## src/rtl/trace_pkg.sv

```systemverilog
// Shared definitions for the commit-trace monitor: FSM encodings and the
// bit layout of one packed trace entry.
package trace_pkg;

  localparam logic [1:0] ST_IDLE   = 2'd0;
  localparam logic [1:0] ST_RUN    = 2'd1;
  localparam logic [1:0] ST_HALTED = 2'd2;

  // Entry layout, MSB to LSB: {stamp, pc, instr, watch[NWATCH-1:0]}.
  function automatic int entry_width(int cw, int nwatch);
    return cw + 64 + 32 * nwatch;
  endfunction

  function automatic int instr_lsb(int nwatch);
    return 32 * nwatch;
  endfunction

  function automatic int pc_lsb(int nwatch);
    return 32 * nwatch + 32;
  endfunction

  function automatic int stamp_lsb(int nwatch);
    return 32 * nwatch + 64;
  endfunction

endpackage

```

## src/rtl/trace_fifo.sv

```systemverilog
// Show-ahead synchronous FIFO; the head entry is presented combinationally
// and pointers carry one wrap bit to tell full from empty.
module trace_fifo #(
  parameter int WIDTH = 8,
  parameter int DEPTH = 16
) (
  input  logic             clk,
  input  logic             rst,
  input  logic             clr,
  input  logic             push,
  input  logic             pop,
  input  logic [WIDTH-1:0] wdata,
  output logic [WIDTH-1:0] rdata,
  output logic             full,
  output logic             empty
);

  localparam int AW = $clog2(DEPTH);

  logic [AW:0]      wr_q, wr_d, rd_q, rd_d;
  logic [WIDTH-1:0] mem_q [DEPTH];
  logic             do_push, do_pop;

  assign empty   = (wr_q == rd_q);
  assign full    = (wr_q[AW] != rd_q[AW]) && (wr_q[AW-1:0] == rd_q[AW-1:0]);
  // A pop frees the head slot on the same edge, so a full FIFO may still accept.
  assign do_push = push && (!full || pop);
  assign do_pop  = pop && !empty;
  assign rdata   = mem_q[rd_q[AW-1:0]];

  always_comb begin
    wr_d = wr_q;
    rd_d = rd_q;
    if (clr) begin
      wr_d = '0;
      rd_d = '0;
    end else begin
      if (do_push) wr_d = wr_q + 1'b1;
      if (do_pop)  rd_d = rd_q + 1'b1;
    end
  end

  always_ff @(posedge clk or posedge rst) begin
    if (rst) begin
      wr_q <= '0;
      rd_q <= '0;
    end else begin
      wr_q <= wr_d;
      rd_q <= rd_d;
    end
  end

  // NOTE: storage is deliberately not reset; the pointers alone define which
  // entries are valid, and leaving the array reset-free lets it map to RAM.
  always_ff @(posedge clk) begin
    if (do_push && !clr) mem_q[wr_q[AW-1:0]] <= wdata;
  end

endmodule

```

## src/rtl/commit_trace_monitor.sv

```systemverilog
// Commit-trace capture unit: run/halt FSM, cycle and drop counters, and
// packing of each retired instruction into the trace FIFO.
module commit_trace_monitor
  import trace_pkg::*;
#(
  parameter int DEPTH  = 16,
  parameter int NWATCH = 2,
  parameter int CW     = 16
) (
  input  logic                     clk,
  input  logic                     rst,
  input  logic                     start,
  input  logic [CW-1:0]            cycle_limit,
  input  logic [31:0]              halt_pc,
  input  logic                     commit_valid,
  input  logic [31:0]              commit_pc,
  input  logic [31:0]              commit_instr,
  input  logic [32*NWATCH-1:0]     watch_data,
  input  logic                     rd_en,
  output logic                     rd_valid,
  output logic [CW+64+32*NWATCH-1:0] rd_data,
  output logic [1:0]               state,
  output logic                     done,
  output logic [CW-1:0]            cycle_cnt,
  output logic [CW-1:0]            drop_cnt
);

  localparam int EW = entry_width(CW, NWATCH);

  logic [1:0]    state_q, state_d;
  logic [CW-1:0] cycle_q, cycle_d, drop_q, drop_d, cycle_inc;
  logic [EW-1:0] entry;
  logic          run, arm, capture, drop, halt_hit, fifo_full, fifo_empty;

  assign run       = (state_q == ST_RUN);
  assign arm       = start && !run;
  assign capture   = run && commit_valid;
  assign cycle_inc = cycle_q + CW'(1);
  assign drop      = capture && fifo_full && !rd_en;
  assign halt_hit  = run && ((commit_valid && (commit_pc == halt_pc)) ||
                             ((cycle_limit != '0) && (cycle_inc == cycle_limit)));

  always_comb begin
    entry = '0;
    entry[stamp_lsb(NWATCH) +: CW] = cycle_q;
    entry[pc_lsb(NWATCH)    +: 32] = commit_pc;
    entry[instr_lsb(NWATCH) +: 32] = commit_instr;
    entry[32*NWATCH-1:0]           = watch_data;
  end

  // NOTE: every variable gets a default before the branches so this block
  // stays purely combinational and never infers a latch.
  always_comb begin
    state_d = state_q;
    cycle_d = cycle_q;
    drop_d  = drop_q;
    if (arm) begin
      state_d = ST_RUN;
      cycle_d = '0;
      drop_d  = '0;
    end else if (run) begin
      cycle_d = cycle_inc;
      if (drop && (drop_q != '1)) drop_d = drop_q + CW'(1);
      if (halt_hit) state_d = ST_HALTED;
    end
  end

  // NOTE: state registers use non-blocking assignments so all of them sample
  // the pre-edge values computed above.
  always_ff @(posedge clk or posedge rst) begin
    if (rst) begin
      state_q <= ST_IDLE;
      cycle_q <= '0;
      drop_q  <= '0;
    end else begin
      state_q <= state_d;
      cycle_q <= cycle_d;
      drop_q  <= drop_d;
    end
  end

  trace_fifo #(
    .WIDTH (EW),
    .DEPTH (DEPTH)
  ) u_fifo (
    .clk   (clk),
    .rst   (rst),
    .clr   (arm),
    .push  (capture),
    .pop   (rd_en),
    .wdata (entry),
    .rdata (rd_data),
    .full  (fifo_full),
    .empty (fifo_empty)
  );

  assign rd_valid  = !fifo_empty;
  assign state     = state_q;
  assign done      = (state_q == ST_HALTED);
  assign cycle_cnt = cycle_q;
  assign drop_cnt  = drop_q;

endmodule
```

## config.mk

```make
export PLATFORM = sky130hd
export DESIGN_NAME = commit_trace_monitor
export DESIGN_NICKNAME = d
export VERILOG_FILES = /design/src/rtl/trace_pkg.sv /design/src/rtl/trace_fifo.sv /design/src/rtl/commit_trace_monitor.sv
export SDC_FILE = /design/constraint.sdc
export NUM_CORES = 2
export LEC_CHECK = 0
export BUFFER_PORTS_ARGS = -buffer_cell sky130_fd_sc_hd__buf_2
export CORE_MARGIN = 4
export CORE_UTILIZATION = 35
export DETAILED_ROUTE_END_ITERATION = 6
export SYNTH_ARGS = -nofsm -noshare
export SYNTH_HDL_FRONTEND = slang
export SYNTH_SLANG_ARGS = --single-unit
```

## constraint.sdc

```tcl
create_clock -name clk -period 12.85 [get_ports clk]
set_input_delay 1.285 -clock clk [delete_from_list [all_inputs] [get_ports clk]]
set_output_delay 1.285 -clock clk [all_outputs]
set_load 0.05 [all_outputs]
```

# ---- Yosys cells after proc, flatten, opt, wreduce, memory -nomap -nowiden
# Memory sizes are Yosys's and may differ from the RTL's.
# Cells that the tools add are included.
dict set report classes {
  add_sub_neg 4
  eq_ne 8
  muxes 14
  reduce_logical 27
}
# op n
set ops {}
lappend ops {{2-to-1 mux 16 bit} 5}
lappend ops {{adder 16 x 1 -> 16 bit, second input constant} 2}
lappend ops {{equality test 32 bit} 1}
lappend ops {{2-to-1 mux 5 bit} 4}
lappend ops {{equality test 16 bit} 1}
lappend ops {{inequality test 16 bit, second input constant} 1}
lappend ops {{nonzero test 16 bit} 1}
lappend ops {{logical AND 1 bit} 12}
lappend ops {{adder 5 x 1 -> 5 bit, second input constant} 2}
lappend ops {{nonzero test 2 bit} 5}
lappend ops {{2-to-1 mux 2 bit} 3}
lappend ops {{equality test 5 bit} 1}
lappend ops {{logical NOT 1 bit} 5}
lappend ops {{equality test 4 bit} 1}
lappend ops {{AND reduction 2 bit} 2}
lappend ops {{equality test 2 x 1 -> 1 bit, second input constant} 1}
lappend ops {{equality test 2 bit, second input constant} 1}
lappend ops {{logical OR 1 bit} 2}
lappend ops {{2-to-1 mux 1 bit} 2}
lappend ops {{inequality test 1 bit} 1}
dict set report word_totals {
  register_bits 44
  ram_bits 2304
  inputBits 181
  n_memories 1
}
# name depth width rd rd_clocked_by_memory_dff write_ports line
set mem_list {}
lappend mem_list {u_fifo.mem_q 16 144 1 0 1 trace_fifo.sv:21} ;# logic [WIDTH-1:0] mem_q [DEPTH];

# ---- Longest topological paths before layout
dict set report logic_depth {
  depth_word 8
  mapped_depth 8
  mapped_depth_nobuf 7
}

# ---- Modules after synthesis
# From an unflattened synthesis, not the netlist that was laid out.
dict set report unflattened {
  cells_unflattened 4056
  area_unflattened_um2 90887.2
}
# mod instances cells_each area_per_inst_um2
set modules_own_cells {}
lappend modules_own_cells {trace_fifo 1 3750 88243.4}
lappend modules_own_cells {commit_trace_monitor 1 306 2643.8}

# ---- Worst setup path after synthesis
# OpenSTA, ideal clock, no wires.
dict set report synth_path {
  path_kind {input to register}
  startpoint {input commit_valid}
  endpoint {memory u_fifo.mem_q[3][0] in the netlist's numbering (enable)}
  arrival_time_ps 11724
  required_ps 12025
  setup_slack_ps 301
  cell_stages 4
  n_path_buf 0
  cell_sequence {nand3b_1 -> a21oi_1 -> nand2_1 -> nor3_1}
}
dict set report synth_between {
  elab_chain_cells 5
}
# element line
set synth_lines {}
lappend synth_lines {{start, declared} commit_trace_monitor.sv:15} ;# input logic commit_valid,
lappend synth_lines {{logical AND 1 bit} commit_trace_monitor.sv:37} ;# assign capture = run && commit_valid;
lappend synth_lines {{logical AND 1 bit} trace_fifo.sv:27} ;# assign do_push = push && (!full || pop);
lappend synth_lines {{logical AND 1 bit} trace_fifo.sv:56} ;# if (do_push && !clr) mem_q[wr_q[AW-1:0]] <= wdata;
lappend synth_lines {{2-to-1 mux 1 bit} trace_fifo.sv:56}
lappend synth_lines {{2-to-1 mux 1 bit (implied by the code)} trace_fifo.sv:56}
lappend synth_lines {{end, declared} trace_fifo.sv:21}
# No other way between the ends.

# ---- Worst setup path in the final report
dict set report layout_path {
  startpoint {register u_fifo.rd_q[0]}
  endpoint {output rd_data[36]}
}
dict set report layout_between {
  elab_chain_cells 1
}
# element line
set layout_lines {}
lappend layout_lines {{start, declared} trace_fifo.sv:20} ;# logic [AW:0] wr_q, wr_d, rd_q, rd_d;
lappend layout_lines {{start signal, assigned} trace_fifo.sv:49} ;# rd_q <= rd_d;
lappend layout_lines {{memory (16 x 144 bit)} -}
lappend layout_lines {{end, declared} commit_trace_monitor.sv:21} ;# output logic [CW+64+32*NWATCH-1:0] rd_data,
# No other way between the ends.

==> impl_metrics.json <==
{
  "status": "finished clean",
  "crit_required_ns": 11.56,
  "nFillCells": 22000,
  "numCtsBuffers": 233,
  "dieArea_mm2": 0.264,
  "cts-resized-gates": 0,
  "hold_path.class": "flip-flop to flip-flop",
  "synthArstFlopShare_pct": 1.87,
  "postCtsSetupBuffers": 0,
  "grt_overflow_total": 0,
  "placeableCoreArea_mm2": 0.254,
  "synth-main-ff-cell": "edfxtp_1",
  "fin_setup_tns_ns": 0,
  "synth_edf_count": 2304,
  "wl_per_cell_um": 27.7,
  "syn_area_mm2": 0.0894,
  "slowest_stage": "dfrtp_4",
  "insertion_delay_ns": 0.86,
  "first_pass_iters": 5,
  "startpoint": "u_fifo.rd_q[0]",
  "start_util_pct": 35.2,
  "wl_um": 212000,
  "avgSynthCellArea_um2": 25.1,
  "rsz0062_at_grt": "false",
  "synth_area_leaders": "edfxtp_1, mux4_2, dfrtp_1",
  "vias_per_cell": 5.30,
  "seq_area_mm2": 0.0703,
  "cts_buffer_depth": 3,
  "synth_common_cells": "edfxtp_1, mux4_2, clkbuf_1, buf_2, nor2_1",
  "track_usage_pct": 15.9,
  "min_period_ns": 7.08,
  "timing.fmax_mhz": 141,
  "cp_cell_sequence": "buf_4 > buf_12 > buf_12 > mux4_2 > mux4_2 > buf_2",
  "antenna_found_initial": 47,
  "clkSlewWorstSetupHoldPaths_ns": 0.06,
  "power.density_mw_per_mm2": 236,
  "netlist_instances": 3568,
  "synthesis.nets": 3756,
  "clock_skew_ns": 0.0477,
  "crit_type": "flip-flop to primary output",
  "ys_types": 56,
  "finalNonFillerCells": 7653,
  "worst_setup_path_start_kind": "flip-flop",
  "ir_drop_mv": 0.175,
  "dieHeight_um": 513,
  "die_w_um": 513,
  "reg2reg_from": "u_fifo.rd_q[1]",
  "cp_num_buf_inv": 4,
  "routabilityCongestion": 0.744,
  "area_delta_synth_final_pct": 15.5,
  "cpLargestDelayFamily": "buffers and inverters",
  "cts-root-buf": "clkbuf_16",
  "fin_crit_sh_pct": 55.1,
  "yosysTopAreaCellShare_pct": 77.4,
  "dp_hpwl_um": 110000,
  "ys_seq_elements": 2348,
  "place_area_mm2": 0.0955,
  "crit_arrival_ns": 5.79,
  "synth-seq-area-share_pct": 78.6,
  "first_global_vias": 42600,
  "hold_viol_final": 0,
  "grt_max_degree": 147,
  "yosysMostFrequentCell": "edfxtp_1",
  "crit_fanout": 110,
  "cts.sinks": 2348,
  "grt_pass1_wl_um": 304000,
  "fin_area_mm2": 0.103,
  "report.final.slew_viol_count": 0,
  "cts_tree": "built",
  "yosysWarningCount": 0,
  "drv_cap": 0,
  "yosys.area.top_type": "edfxtp_1",
  "vias": 40500,
  "cp-end-kind": "primary output",
  "leakage_nw": 32.4,
  "post-route-util_pct": 40.6,
  "min_from": "drop_cnt[12]",
  "setup_violations": 0,
  "postCtsHoldBufs": 0,
  "core.rowCount": 185,
  "num-nets-final": 4259,
  "h-tree-depth": 4,
  "drcViolationCount": 0,
  "pin_count": 361,
  "worst_slew_pin_slew_ns": 1.29,
  "slew_headroom_pct": 14.3,
  "slowest_delay_ns": 1.01,
  "portBuffers": 360,
  "drtIter0Drc": 3854,
  "drive_above_1_share_pct": 35.9,
  "drtAntennaViolNets": 0,
  "dp.cells": 7202,
  "multi_input_area_mm2": 0.0184
}
==> cells in the final DEF, fill, tap and decap left out, types with 13 or more instances in the layout <==
cell type	count
xnor2_1	35
dfrtp_1	40
clkbuf_1	56
nand2_1	31
clkinv_1	47
nor4_1	17
nor2_1	36
buf_2	360
clkbuf_16	236
nand3_1	13
clkinv_2	45
buf_4	76
o21ai_0	22
edfxtp_1	2304
bufinv_16	27
mux4_2	720
xor2_1	41
==> flip-flops by register name (all words and copies together), names as in the netlist <==
register / flops
u_fifo.mem_q: 2304
cycle_cnt: 16
drop_cnt: 16
u_fifo.rd_q: 5
u_fifo.wr_q: 5
state: 2
==> logic make-up after synthesis <==
family          Yosys count  share of synthesized area, %
simple gates            165                          1.03
mux                     723                          18.2
compound gates           61                         0.431
buf+inv                 188                         0.914
fa+ha+maj                 7                        0.0979
flops                  2348                          78.6
xor+xnor                 76                         0.744
==> worst paths after layout <==
kind / end / slack (ns) / cells past startpoint
setup / recovery: rd_data[36] / 5.77 / 6
hold / removal: drop_cnt[12] / 0.56 / 1
setup reg to reg: u_fifo.mem_q[8][76] / 7.73 / 8
hold reg to reg: drop_cnt[12] / 0.56 / 1
max in group asynchronous: u_fifo.rd_q[2] / 11.51 / 2
min in group asynchronous: cycle_cnt[12] / 0.63 / 2
==> routing by layer <==
metal	vias to the layer above	part of all wire (%)	track usage, %
li1	16600	-	-
met1	22100	42	21.9
met2	1494	48	25.7
met3	349	7.2	3.55
met4	12	2.5	4.34
met5	-	0.037	0
==> stage by stage <==
step	worst slack, ns	hold WS, ns	total power, mW
6_report	5.77	0.557	24.3
5_1_grt	5.19	0.607	25.4
4_1_cts	5.49	0.553	24.7
3_5_place_dp	6.48	0.543	17.9
3_3_place_gp	6.52	0.530	17.8
2_1_floorplan	0.301	0.525	15.7
==> final cells by class <==
type	instances	share of cell area, %
flip-flops and latches	2348	68.1
well taps	3366	4.08
clock inverters	147	1.56
clock buffers	292	5.92
diodes	12	0.0291
repair buffers	445	2.47
inverters	11	0.0400
multi-input cells	1032	17.8
==> worst register-to-register path: cells and delay by family, from the launching register on <==
| family | cells | cell delay (ns) |
|---|---|---|
| AND/OR/NAND/NOR | 3 | 0.66 |
| XOR/XNOR | 1 | 0.30 |
| AO/OA/AOI/OAI | 1 | 0.56 |
| buffers and inverters | 3 | 2.11 |
| flip-flops | 1 | 1.02 |
==> report_power, final <==
part	switching [mW]	total (mW)	internal (mW)
clock network	2.88	6.81	3.92
registers	0.377	9.64	9.26
logic	4.93	7.90	2.98
Power figures use the tool's default switching activity.
